### config.mk
export PLATFORM = sky130hd
export DESIGN_NAME = serial_frame_tx
export DESIGN_NICKNAME = d
export VERILOG_FILES = /design/src/rtl/serial_frame_tx.sv
export SDC_FILE = /design/constraint.sdc
export NUM_CORES = 1
export LEC_CHECK = 0
export BUFFER_PORTS_ARGS = -buffer_cell sky130_fd_sc_hd__buf_2
export CAP_MARGIN = 20
export CORE_MARGIN = 2
export CORE_UTILIZATION = 50
export CTS_CLUSTER_DIAMETER = 30
export DETAILED_ROUTE_END_ITERATION = 6
export PLACE_DENSITY_LB_ADDON = 0.2
export SETUP_SLACK_MARGIN = 0.3
export SLEW_MARGIN = 40
export SYNTH_ARGS = -nofsm -noshare
export SYNTH_HDL_FRONTEND = slang
export SYNTH_SLANG_ARGS = --single-unit
### constraint.sdc
create_clock -name clk -period 4.1 [get_ports clk]
set_clock_uncertainty 0.1 [all_clocks]
set_input_delay 0.82 -clock clk [delete_from_list [all_inputs] [get_ports clk]]
set_output_delay 0.82 -clock clk [all_outputs]
set_load 0.05 [all_outputs]
### src/rtl/serial_frame_tx.sv
// Parallel-to-serial framing transmitter: start bit, data bits, optional even parity, stop bit(s).
// One word per valid/ready handshake; bit period set by a clock-enable cycle counter.
module serial_frame_tx #(
    parameter int unsigned WIDTH        = 8,
    parameter int unsigned CLKS_PER_BIT = 4,
    parameter int unsigned STOP_BITS    = 1,
    parameter int unsigned PARITY_EN    = 0,
    parameter int unsigned MSB_FIRST    = 0
) (
    input  logic             clk,
    input  logic             rst_n,
    input  logic [WIDTH-1:0] din,
    input  logic             din_valid,
    output logic             din_ready,
    output logic             tx,
    output logic             busy,
    output logic             tx_done
);

    localparam int unsigned CW = (CLKS_PER_BIT > 1) ? $clog2(CLKS_PER_BIT) : 1;
    localparam int unsigned BW = (WIDTH > 0) ? $clog2(WIDTH + 1) : 1;

    localparam logic [CW-1:0] CYC_LAST  = CW'(CLKS_PER_BIT - 1);
    localparam logic [CW-1:0] CYC_DONE  = CW'(CLKS_PER_BIT - 2);
    localparam logic [BW-1:0] BIT_LAST  = BW'(WIDTH - 1);
    localparam logic [BW-1:0] STOP_LAST = BW'(STOP_BITS - 1);

    typedef enum logic [2:0] {
        IDLE   = 3'd0,
        START  = 3'd1,
        DATA   = 3'd2,
        PARITY = 3'd3,
        STOP   = 3'd4
    } state_t;

    state_t            state, state_n;
    logic [CW-1:0]     cyc, cyc_n;
    logic [BW-1:0]     bit_idx, bit_n;
    logic [WIDTH-1:0]  shreg, sh_n;
    logic              parity, par_n;
    logic              tx_n, busy_n, done_n;

    logic              wrap;
    logic              cur_bit;
    logic [WIDTH-1:0]  shifted;

    assign din_ready = (state == IDLE) & rst_n;
    assign wrap      = (cyc == CYC_LAST);
    assign cur_bit   = (MSB_FIRST != 0) ? shreg[WIDTH-1] : shreg[0];
    assign shifted   = (MSB_FIRST != 0) ? (shreg << 1) : (shreg >> 1);

    // State and output registers; reset also aborts any frame in flight.
    always_ff @(posedge clk) begin
        if (!rst_n) begin
            state   <= IDLE;
            cyc     <= '0;
            bit_idx <= '0;
            shreg   <= '0;
            parity  <= 1'b0;
            tx      <= 1'b1;
            busy    <= 1'b0;
            tx_done <= 1'b0;
        end else begin
            state   <= state_n;
            cyc     <= cyc_n;
            bit_idx <= bit_n;
            shreg   <= sh_n;
            parity  <= par_n;
            tx      <= tx_n;
            busy    <= busy_n;
            tx_done <= done_n;
        end
    end

    // Next-state logic; tx is computed one cycle ahead so it only moves on bit boundaries.
    always_comb begin
        state_n = state;
        cyc_n   = cyc;
        bit_n   = bit_idx;
        sh_n    = shreg;
        par_n   = parity;
        tx_n    = tx;
        done_n  = 1'b0;

        if (state != IDLE) begin
            cyc_n = wrap ? '0 : cyc + CW'(1);
        end

        case (state)
            IDLE: begin
                tx_n = 1'b1;
                if (din_valid && din_ready) begin
                    state_n = START;
                    sh_n    = din;
                    par_n   = ^din;
                    tx_n    = 1'b0;
                    cyc_n   = '0;
                    bit_n   = '0;
                end
            end
            START: begin
                if (wrap) begin
                    state_n = DATA;
                    tx_n    = cur_bit;
                    sh_n    = shifted;
                end
            end
            DATA: begin
                if (wrap) begin
                    if (bit_idx == BIT_LAST) begin
                        bit_n = '0;
                        if (PARITY_EN != 0) begin
                            state_n = PARITY;
                            tx_n    = parity;
                        end else begin
                            state_n = STOP;
                            tx_n    = 1'b1;
                        end
                    end else begin
                        bit_n = bit_idx + BW'(1);
                        tx_n  = cur_bit;
                        sh_n  = shifted;
                    end
                end
            end
            PARITY: begin
                if (wrap) begin
                    state_n = STOP;
                    tx_n    = 1'b1;
                end
            end
            STOP: begin
                // Registered pulse lands in the last cycle of the last stop bit.
                done_n = (bit_idx == STOP_LAST) && (cyc == CYC_DONE);
                if (wrap) begin
                    if (bit_idx == STOP_LAST) begin
                        state_n = IDLE;
                        bit_n   = '0;
                    end else begin
                        bit_n = bit_idx + BW'(1);
                    end
                end
            end
            default: begin
                state_n = IDLE;
                tx_n    = 1'b1;
            end
        endcase

        busy_n = (state_n != IDLE);
    end

endmodule

## After elaboration in Yosys (flattened, before gate mapping)

Index checks and enable logic that the tools add are counted.
W data, S select, Z words.

- Register bits after elaboration: 20
- Bits in latches: 0
- Memory bits (writable): 0
- Bits in read-only memories: 0
- Output and inout port bits: 4
- Logic and storage cells: 65
- Memories: 0

- Add/subtract/negate cells: 2
- Multipliers: 0
- Div/mod/pow operators: 0
- Magnitude comparators: 0
- Eq/ne operators: 13
- Shift-type cells: 0
- Mux-type cells: 29
- Bitwise operators: 2
- Reductions and logical operators: 12

Operators with widths:

| kind | count |
|---|---|
| $mux W8 | 4 |
| $pmux W8 S3 | 1 |
| $mux W3 | 7 |
| $mux W4 | 5 |
| $pmux W3 S5 | 1 |
| $pmux W4 S3 | 1 |
| $reduce_bool A3 Y1 | 4 |
| $ne A2 B2 Y1 const B | 5 |
| $mux W2 | 4 |
| $reduce_and A4 Y1 | 2 |
| $eq A3 B2 Y1 const B | 2 |
| $mux W1 | 5 |
| $pmux W1 S5 | 1 |
| $reduce_and A5 Y1 | 1 |
| $add A4 B1 Y4 const B | 1 |
| $eq A2 B2 Y1 const B | 2 |
| $eq A4 B3 Y1 const B | 1 |
| $logic_not A4 Y1 | 1 |
| $eq A3 B1 Y1 const B | 1 |
| $eq A3 B3 Y1 const B | 1 |
| $logic_not A3 Y1 | 1 |
| $add A2 B1 Y2 const B | 1 |
| $logic_and A1 B1 Y1 | 2 |
| $ne A2 B1 Y1 const B | 1 |
| 3 further kinds | 3 |

## Longest topological paths before layout

- Word-level depth: 6
- Depth in mapped cells: 6
- Mapped depth without buffers: 6

## Worst setup path before layout

Ideal clock, no wire load.

- Kind: input to output
- Start point: input rst_n
- End point: output din_ready
- Arrival: 1884 ps
- Data required time: 3180 ps
- Slack: 1296 ps
- Stages: 3
- Path through: clkbuf_1 nand2b_1 nor2_1

- Word-level cells in the longest chain between the ends: 1

RTL lines:

| item | RTL line | text |
|---|---|---|
| from (decl) | 11 | `input logic rst_n,` |
| $and A1 B1 Y1 | 47 | `assign din_ready = (state == IDLE) & rst_n;` |
| to (decl) | 14 | `output logic din_ready,` |

Every way passes these cells.

## Worst setup path after layout

Same ends and word-level chain as after synthesis.

==> results.json <==
{
  "grt_pass1_vias": 897,
  "cts_hold_buffers": 0,
  "cp_common_cell": "buf_2",
  "synthCells": 126,
  "cp.arrival_ps": 1690,
  "drc": 0,
  "syn_nets": 141,
  "ys_warn_count": 0,
  "fin_util_pct": 56.52,
  "grtUsageTotal_pct": 18.98,
  "avgSynthCellArea_um2": 8.917,
  "status": "complete, no violations",
  "die_h_um": 51.41,
  "final_layout_size_suffix_gt1_share_pct": 19.57,
  "path_cells": "buf_2, nand2b_1, nor2_1, buf_2",
  "synth_xor_area_share_pct": 0.7795,
  "portBuffers": 14,
  "ys.flop_type": "dfxtp_1",
  "pin_count": 15,
  "post-route-period-util_pct": 63.58,
  "firstDrtPassIters": 4,
  "cp-start-kind": "input port",
  "root_buffer": "clkbuf_4",
  "clkLatencyLatePin_ps": 300,
  "synth_edf_count": 0,
  "viasPerCell": 5.723,
  "cts_tree": "yes",
  "hp-class": "register to register",
  "critical_path_class": "input port to output pin",
  "crit_path_max_fanout": 18,
  "synth_top_family_by_area": "simple AND/OR/NAND/NOR gates",
  "drt-total-wl_um": 2157,
  "grt_pass1_wl_um": 3822,
  "worst_slew_pin_slew_ps": 713.8,
  "synth_area_mm2": 0.001124,
  "yosys.area_share.adder_pct": 4.454,
  "die_width_um": 51.41,
  "slew_headroom_pct": 52.02,
  "multi_input_area_um2": 654.4,
  "cp_slowest_stage_delay_ps": 270,
  "drt-wirelength-per-cell_um": 12.99,
  "path_depth": 4,
  "seqCellArea_um2": 400.4,
  "vias": 950,
  "h-tree-depth": 1,
  "finalSetupViolations": 0,
  "cts_resized": 0,
  "ff2ff_path_depth": 5,
  "rows": 17,
  "slew_violations": 0,
  "min_period_ps": 2607,
  "drt_iter0_drc": 12,
  "synth-seq-cells": 20,
  "start_util_pct": 51.79,
  "ant_nets": 0,
  "power.density_mw_per_mm2": 318.5,
  "yosysSeqAreaShare_pct": 35.63,
  "cellLeakagePower_uw": 0.0004674,
  "cp_num_buf_inv": 2,
  "max_freq_ghz": 0.3836,
  "n_fill_cell": 215,
  "peakVddDrop_mv": 0.2165,
  "synth-simple-area-share_pct": 23.94,
  "finalHoldViolCount": 0,
  "cts.sinks": 20,
  "worstSetupEndpointType": "output pin",
  "cts_made_buffers": 3,
  "postCtsSetupBuffers": 0,
  "grt_max_degree": 19,
  "antenna_found_initial": 0,
  "grt_overflow": 0,
  "area_delta_synth_final_pct": 9.132,
  "core-area_mm2": 0.002170,
  "hold_depth": 2,
  "async_reset_ff_share_pct": 0,
  "clk_pin_slew_ps": 110,
  "critical_path_required_ps": 3180,
  "globalplace.congestion": 0.7642,
  "path_delay_family": "buffers and inverters",
  "rsz0062_at_grt": "false",
  "die_area_mm2": 0.002642,
  "cp_slowest_cell": "buf_2",
  "final_nets": 154,
  "synth_compound_area_share_pct": 22.83,
  "synthMuxAreaShare_pct": 6.236,
  "setup_tns_ps": 0,
  "max-clock-path-buffers": 2,
  "drv_cap": 0,
  "antennaDiodeCount": 0,
  "synth_cell_types": 43,
  "dp_hpwl_um": 1564
}
-- per-layer routing --
layer  global-route usage, %  vias up  routed length [µm]
met3                   2.632        2                  78
met2                   32.05       19                1073
li1                        -      488                   -
met1                   24.09      441                 984
met5                       0        -                   0
met4                   7.895        0                  21
-- cells in the mapped netlist (2+ instances only) --
cell      number  area [µm²]
and3_1         2       12.51
o41ai_1        7       61.31
o22ai_1        2       12.51
inv_1          8       30.03
or3b_1         2       17.52
or3_1          2       12.51
mux2i_1        7       70.07
nand3b_1       2       15.01
a21o_1         2       15.01
nand2b_1       3       18.77
o21ai_0        3       15.01
buf_4          2       15.01
or2_2          2       12.51
nand2_1        8       30.03
nor2_1         6       22.52
a21oi_1       15       75.07
ha_1           4       50.05
clkbuf_1       2       7.510
nand3_1        4       20.02
dfxtp_1       20       400.4
-- power by group --
group / switching (µW) / internal, µW
sequential: 8.06 / 204
clock: 61.6 / 54.1
combinational: 37.4 / 25.1
-- layout by cell type, fill, tap and decap left out, types with 2 or more instances in the layout --
master,Yosys,final
and3_1,2,2
a21oi_1,15,15
o41ai_1,7,7
o21ai_0,3,3
nor2_1,6,6
nand2_1,8,8
nand3b_1,2,2
clkbuf_4,0,3
ha_1,4,4
buf_2,1,14
or3b_1,2,2
a21o_1,2,2
or2_2,2,2
nand2b_1,3,3
dfxtp_1,20,20
or3_1,2,2
o22ai_1,2,2
nand3_1,4,4
inv_1,8,8
mux2i_1,7,7
-- metrics by stage --
step	hold WS [ps]	power [µW]	std cells	setup slack (ps)	cell area, µm²
2_1_floorplan	328.1	266.0	126	1296	1124
3_3_place_gp	338.0	277.2	162	1531	1190
3_5_place_dp	357.9	279.3	162	1491	1190
4_1_cts	375.0	395.8	166	1493	1226
5_1_grt	407.0	409.1	166	1415	1226
6_report	368.4	390.5	166	1493	1226
-- kinds of logic after synthesis --
logic type	Yosys count
AND/OR/NAND/NOR	42
multiplexers	7
flip-flops	20
adder cells (fa/ha/maj)	4
buffers and inverters	14
XOR/XNOR	1
AO/OA/AOI/OAI	38
-- final timing paths --
kind	from	to	slack, ps
min reg2reg	shreg[7]$_SDFFE_PN0P_	shreg[7]$_SDFFE_PN0P_	370
max reg2reg	cyc[0]$_SDFF_PN0_	shreg[7]$_SDFFE_PN0P_	1880
min	shreg[7]$_SDFFE_PN0P_	shreg[7]$_SDFFE_PN0P_	370
max	rst_n	din_ready	1490
-- worst reg2reg max path, stage by stage (launching register included) --
cell and delay, ps:
dfxtp_1 390, ha_1 360, nand2b_2 150, nor4_2 630, or3_1 370, o21ai_1 110
-- cell type report --
| cell class | instances | area share, % |
|---|---|---|
| repair buffers | 14 | 5.714 |
| clock buffers | 4 | 2.959 |
| inverters | 8 | 2.449 |
| flip-flops and latches | 20 | 32.65 |
| well taps | 28 | 2.857 |
| multi-input cells | 92 | 53.37 |
-- state kept, by name (all words and copies together), names as in the netlist --
| register | cells |
|---|---|
| shreg | 8 |
| bit_idx | 4 |
| state | 3 |
| cyc | 2 |
| busy | 1 |
| tx | 1 |
| tx_done | 1 |
Power figures use the tool's default switching activity.
